--- src/rtl/alu_serial_pkg.sv ---
// Shared opcodes, FSM state type and sizing helper for the slice-serial ALU.
package alu_serial_pkg;

  localparam logic [3:0] OP_AND = 4'b0000;
  localparam logic [3:0] OP_OR  = 4'b0001;
  localparam logic [3:0] OP_ADD = 4'b0010;
  localparam logic [3:0] OP_SUB = 4'b0110;
  localparam logic [3:0] OP_SLT = 4'b0111;
  localparam logic [3:0] OP_NOR = 4'b1100;

  typedef enum logic [1:0] {
    IDLE,
    BUSY,
    DONE
  } state_t;

  function automatic int idx_width(input int nslice);
    return (nslice > 1) ? $clog2(nslice) : 1;
  endfunction

endpackage

--- src/rtl/alu_serial_slice.sv ---
// SLICE_W-bit combinational ALU slice with Ainvert/Binvert and ripple carry;
// also reports the carry into its MSB so the top slice can derive overflow.
module alu_slice #(
  parameter int SLICE_W = 8
) (
  input  logic [SLICE_W-1:0] a,
  input  logic [SLICE_W-1:0] b,
  input  logic               cin,
  input  logic [3:0]         alu_op,
  output logic [SLICE_W-1:0] res,
  output logic               cout,
  output logic               c_msb_in
);

  logic [SLICE_W-1:0] aa;
  logic [SLICE_W-1:0] bb;
  logic [SLICE_W:0]   sum;

  always_comb begin
    aa   = alu_op[3] ? ~a : a;
    bb   = alu_op[2] ? ~b : b;
    sum  = {1'b0, aa} + {1'b0, bb} + {{SLICE_W{1'b0}}, cin};
    cout = sum[SLICE_W];
    // sum bit = a ^ b ^ carry-in, so the MSB's carry-in falls out by XOR
    c_msb_in = aa[SLICE_W-1] ^ bb[SLICE_W-1] ^ sum[SLICE_W-1];
    case (alu_op[1:0])
      2'b00:   res = aa & bb;
      2'b01:   res = aa | bb;
      default: res = sum[SLICE_W-1:0];
    endcase
  end

endmodule

--- src/rtl/alu_serial.sv ---
// Multi-cycle N-bit ALU processing one SLICE_W slice per clock, LSB first.
// Optional macro ALU_SERIAL_EARLY_EXIT_EN: logic ops finish in one BUSY cycle.
module alu_serial
  import alu_serial_pkg::*;
#(
  parameter int WIDTH   = 32,
  parameter int SLICE_W = 8
) (
  input  logic             clk,
  input  logic             reset,
  input  logic             start,
  input  logic [3:0]       alu_op,
  input  logic [WIDTH-1:0] a,
  input  logic [WIDTH-1:0] b,
  output logic             busy,
  output logic             done,
  output logic [WIDTH-1:0] result,
  output logic             zero,
  output logic             carry_out,
  output logic             overflow
);

  localparam int NSLICE = WIDTH / SLICE_W;
  localparam int IDXW   = idx_width(NSLICE);

  generate
    if (WIDTH % SLICE_W != 0) begin : g_bad_width
      $error("alu_serial: WIDTH must be a multiple of SLICE_W");
    end
  endgenerate

  state_t state, state_nxt;

  logic [WIDTH-1:0]   a_q, b_q;
  logic [3:0]         op_q;
  logic               carry_q;
  logic [IDXW-1:0]    idx_q;
  logic [SLICE_W-1:0] s_res;
  logic               s_cout, s_cmsb;
  logic               accept, last, fin, is_logic;
  logic [WIDTH-1:0]   slice_merged, busy_res, final_res;
  logic               final_c, final_v;
  int                 slice_lo;

  assign slice_lo = int'(idx_q) * SLICE_W;
  assign accept   = (state != BUSY) && start;
  assign last     = (idx_q == IDXW'(NSLICE - 1));
  assign is_logic = (op_q == OP_AND) || (op_q == OP_OR) || (op_q == OP_NOR);

  alu_slice #(.SLICE_W(SLICE_W)) u_slice (
    .a        (a_q[slice_lo +: SLICE_W]),
    .b        (b_q[slice_lo +: SLICE_W]),
    .cin      (carry_q),
    .alu_op   (op_q),
    .res      (s_res),
    .cout     (s_cout),
    .c_msb_in (s_cmsb)
  );

  always_comb begin
    slice_merged = result;
    slice_merged[slice_lo +: SLICE_W] = s_res;
  end

`ifdef ALU_SERIAL_EARLY_EXIT_EN
  logic [WIDTH-1:0] wide_a, wide_b, wide_res;

  // Logic ops have no carry chain, so a full-width path finishes them at once
  always_comb begin
    wide_a   = op_q[3] ? ~a_q : a_q;
    wide_b   = op_q[2] ? ~b_q : b_q;
    wide_res = op_q[0] ? (wide_a | wide_b) : (wide_a & wide_b);
    fin      = last || is_logic;
    busy_res = is_logic ? wide_res : slice_merged;
  end
`else
  always_comb begin
    fin      = last;
    busy_res = slice_merged;
  end
`endif

  // SLT uses the sign of the difference corrected by overflow
  always_comb begin
    final_res = busy_res;
    final_c   = 1'b0;
    final_v   = 1'b0;
    case (op_q)
      OP_ADD, OP_SUB: begin
        final_c = s_cout;
        final_v = s_cmsb ^ s_cout;
      end
      OP_SLT:                final_res = {{(WIDTH-1){1'b0}}, busy_res[WIDTH-1] ^ s_cmsb ^ s_cout};
      OP_AND, OP_OR, OP_NOR: final_res = busy_res;
      default:               final_res = '0;
    endcase
  end

  always_ff @(posedge clk or posedge reset) begin
    if (reset) state <= IDLE;
    else       state <= state_nxt;
  end

  always_comb begin
    state_nxt = state;
    case (state)
      IDLE:    if (start) state_nxt = BUSY;
      BUSY:    if (fin)   state_nxt = DONE;
      DONE:    state_nxt = start ? BUSY : IDLE;
      default: state_nxt = IDLE;
    endcase
  end

  always_comb begin
    busy = (state == BUSY);
    done = (state == DONE);
  end

  always_ff @(posedge clk or posedge reset) begin
    if (reset) begin
      a_q       <= '0;
      b_q       <= '0;
      op_q      <= '0;
      carry_q   <= 1'b0;
      idx_q     <= '0;
      result    <= '0;
      zero      <= 1'b0;
      carry_out <= 1'b0;
      overflow  <= 1'b0;
    end else if (accept) begin
      a_q     <= a;
      b_q     <= b;
      op_q    <= alu_op;
      carry_q <= alu_op[2];
      idx_q   <= '0;
    end else if (state == BUSY) begin
      idx_q   <= idx_q + 1'b1;
      carry_q <= s_cout;
      if (fin) begin
        result    <= final_res;
        zero      <= (final_res == '0);
        carry_out <= final_c;
        overflow  <= final_v;
      end else begin
        result <= slice_merged;
      end
    end
  end

endmodule

--- config.mk ---
export PLATFORM = sky130hd
export DESIGN_NAME = alu_serial
export DESIGN_NICKNAME = d
export VERILOG_FILES = /design/src/rtl/alu_serial_pkg.sv /design/src/rtl/alu_serial_slice.sv /design/src/rtl/alu_serial.sv
export SDC_FILE = /design/constraint.sdc
export NUM_CORES = 1
export LEC_CHECK = 0
export ABC_CLOCK_PERIOD_IN_PS = 7900
export CORE_MARGIN = 2
export CORE_UTILIZATION = 30
export CTS_BUF_LIST = sky130_fd_sc_hd__clkbuf_8
export DETAILED_ROUTE_END_ITERATION = 7
export GPL_TIMING_DRIVEN = 0
export MAX_ROUTING_LAYER = met4
export PLACE_DENSITY = 0.57
export REMOVE_ABC_BUFFERS = 1
export SETUP_SLACK_MARGIN = 0.05
export SYNTH_ARGS = -nofsm -noshare
export SYNTH_HDL_FRONTEND = slang
export SYNTH_SLANG_ARGS = --single-unit
--- constraint.sdc ---
create_clock -name clk -period 7.9 [get_ports clk]
set_clock_uncertainty 0.15 [all_clocks]
set_input_delay 1.58 -clock clk [delete_from_list [all_inputs] [get_ports clk]]
set_output_delay 1.58 -clock clk [all_outputs]
set_load 0.1 [all_outputs]
==> impl_metrics.toml <==
[run_status]
status = "completed"

[sta]
relSlewSlack_pct = 23.4
fin_crit_sh_pct = 60.6
worstMarginPinSlew_ps = 1150
rsz0062_at_grt = "no"
period_minus_slack_ps = 4790
maxSlewViolCount = 0
fmax_mhz = 209
setup_tns_ps = 0
hold_viol = 0
setup_viol = 0

[worst_setup_path]
path_depth = 12
startpoint = "idx_q[1]"
crit_arrival_ps = 4940
worstSetupPathType = "flop to flop"
cp_top_family = "compound AO/OA/AOI/OAI gates"
path_buf_inv = 1
timing.rr.start = "idx_q[1]"
slowest_stage = "dfrtp_1"
crit_required_ps = 8060
critPathLaunchType = "flop"
endpoint_kind = "flop"
crit_chain = "mux4_2 > xnor2_1 > inv_1 > fa_1 > fa_1 > a21oi_1 > o21bai_1 > xor2_1 > a21oi_1 > and4_1 > a31oi_1 > a211oi_2"
rr_worst_depth = 12
worstPathMaxFanout = 20
cpPeakStageDelay_ps = 1120

[final_layout]
fillers = 1802
drive_gt1_share_pct = 19.8
layout.nets = 674
register_area_um2 = 2700
diodes = 0
syn2layout_area_growth_pct = 26.2
multiInputGateArea_um2 = 2770

[min_path]
hp-start = "overflow"
hold_class = "flop to flop"
min_path_cells = 2

[grt]
grt_pass1_wl_um = 21700
grt_pass1_vias = 4226
grt_max_degree = 69
grt_overflow = 0
antenna_found_initial = 0
gr-usage-all-layers_pct = 14.3

[clock_network]
cts_made_buffers = 9
clock_latency_ps = 390
clock-sinks = 108
path_clk_slew_ps = 90
cts_root_buf = "clkbuf_8"
holdBufCountCts = 0
ctsResizeCount = 0
clock_path_buffers = 2
cts_setup_buffers = 0
cts_tree = "built"
htreeDepth = 3

[synthesis]
synth_largest_area_cell = "dfrtp_1"
synth-edff-count = 0
synth_top_area_share_pct = 47.7
synth.distinct_cells = 55
yosysWarnings = 0
synthTopCellsByCount = "dfrtp_1 (108), mux2_2 (69), nand2_1 (43), inv_1 (28), o21ai_1 (27)"
synth_most_common_cell = "dfrtp_1"
yosysSeqAreaShare_pct = 47.7
ys_seq_elements = 108
synth_area_leaders = "dfrtp_1 (48%), mux2_2 (14%), mux4_2 (6.4%)"
postSynthAreaPerCell_um2 = 11.8
syn_inst = 480
synthesis.area_um2 = 5660
synthArstFlopShare_pct = 100
ys.flop_type = "dfrtp_1"

[die]
rows = 50
die_area_um2 = 20000
design.core.area_um2 = 18600
die_h_um = 141
fp.dieW_um = 141
initial_core_util_pct = 30.5
pin_count = 108

[routing]
wl_per_cell_um = 16.3
dr.pass1.iters = 6
viasPerCell = 4.94
drtIter0Drc = 227
drcViolationCount = 0
ant_nets = 0
via_count = 4030
wl_um = 13300

[placed_design]
portBuffers = 107
routabilityCongestion = 0.835
hpwl_um = 9640

[job]
drv_cap = 0
## cells in the final DEF (no fill, tap or decap), drive strengths merged, types with 4 or more instances in the layout
cell / count
a211oi: 6
a21oi: 10
a22o: 4
clkbuf: 11
clkdlybuf4s50: 107
dfrtp: 108
ha: 22
inv: 31
mux2: 69
mux4: 16
nand2: 43
nand3: 5
nand3b: 4
nor2: 17
nor3: 11
nor4: 7
o21ai: 46
or3: 6
xor2: 17
## through the flow
| stage | hold WS (ps) | setup slack (ps) | cells | util [%] | cell area, µm² |
|---|---|---|---|---|---|
| floorplan | 316 | 3320 | 460 | - | 5570 |
| global placement | 332 | 1790 | 801 | 37.3 | 6940 |
| detailed placement | 328 | 3130 | 802 | 37.5 | 6970 |
| CTS | 348 | 3090 | 816 | 38.4 | 7140 |
| global route | 364 | 2890 | 816 | 38.4 | 7140 |
| finish | 340 | 3110 | 816 | 38.4 | 7140 |
## worst reg2reg max path: stages, from the launching register on
cell and delay, ps:
dfrtp_1 1120, mux4_2 460, xnor2_1 210, inv_1 110, fa_1 460, fa_1 420, a21oi_1 230, o21bai_1 100
xor2_1 150, a21oi_1 670, and4_1 320, a31oi_1 100, a211oi_2 210
## routing by layer
metal	track usage, %	wire, µm
met5	-	0
met2	22.9	6410
met1	18.5	6040
met3	2.73	705
met4	4.84	170
## flip-flops by register name, summed over array words and instances, names as in the netlist
name	cells
overflow	1
carry_out	1
result	32
carry_q	1
idx_q	2
a_q	32
op_q	4
zero	1
b_q	32
state	2
## worst paths after layout
path	endpoint	slack [ps]
max	zero	3110
min	overflow	340
max reg2reg	zero	3110
min reg2reg	overflow	340
max in group asynchronous	a_q[4]	5380
min in group asynchronous	result[22]	1480
## logic make-up (layout without fill, tap and decap cells)
group | Yosys count | after routing | share of synthesized area [%]
xor gates and xnor gates | 20 | 20 | 3.09
muxes | 87 | 87 | 20.4
and+or+nand+nor | 108 | 108 | 10.1
DFF | 108 | 108 | 47.7
AOI/OAI and AO/OA | 84 | 84 | 9.53
adders and majority gates | 24 | 24 | 5.57
buffers and inverters | 49 | 151 | 3.49
## final cells by class
cell class / instances / area share [%]
clock buffer: 11 / 2.12
clock inverter: 3 / 0.228
inverter: 29 / 1.56
multi-input combinational: 323 / 38.8
sequential: 108 / 37.9
tap: 234 / 4.10
timing repair buffer: 108 / 15.4
Power is not shown: default switching activity piles up to over one toggle a cycle in this logic, so the estimate is an artifact.
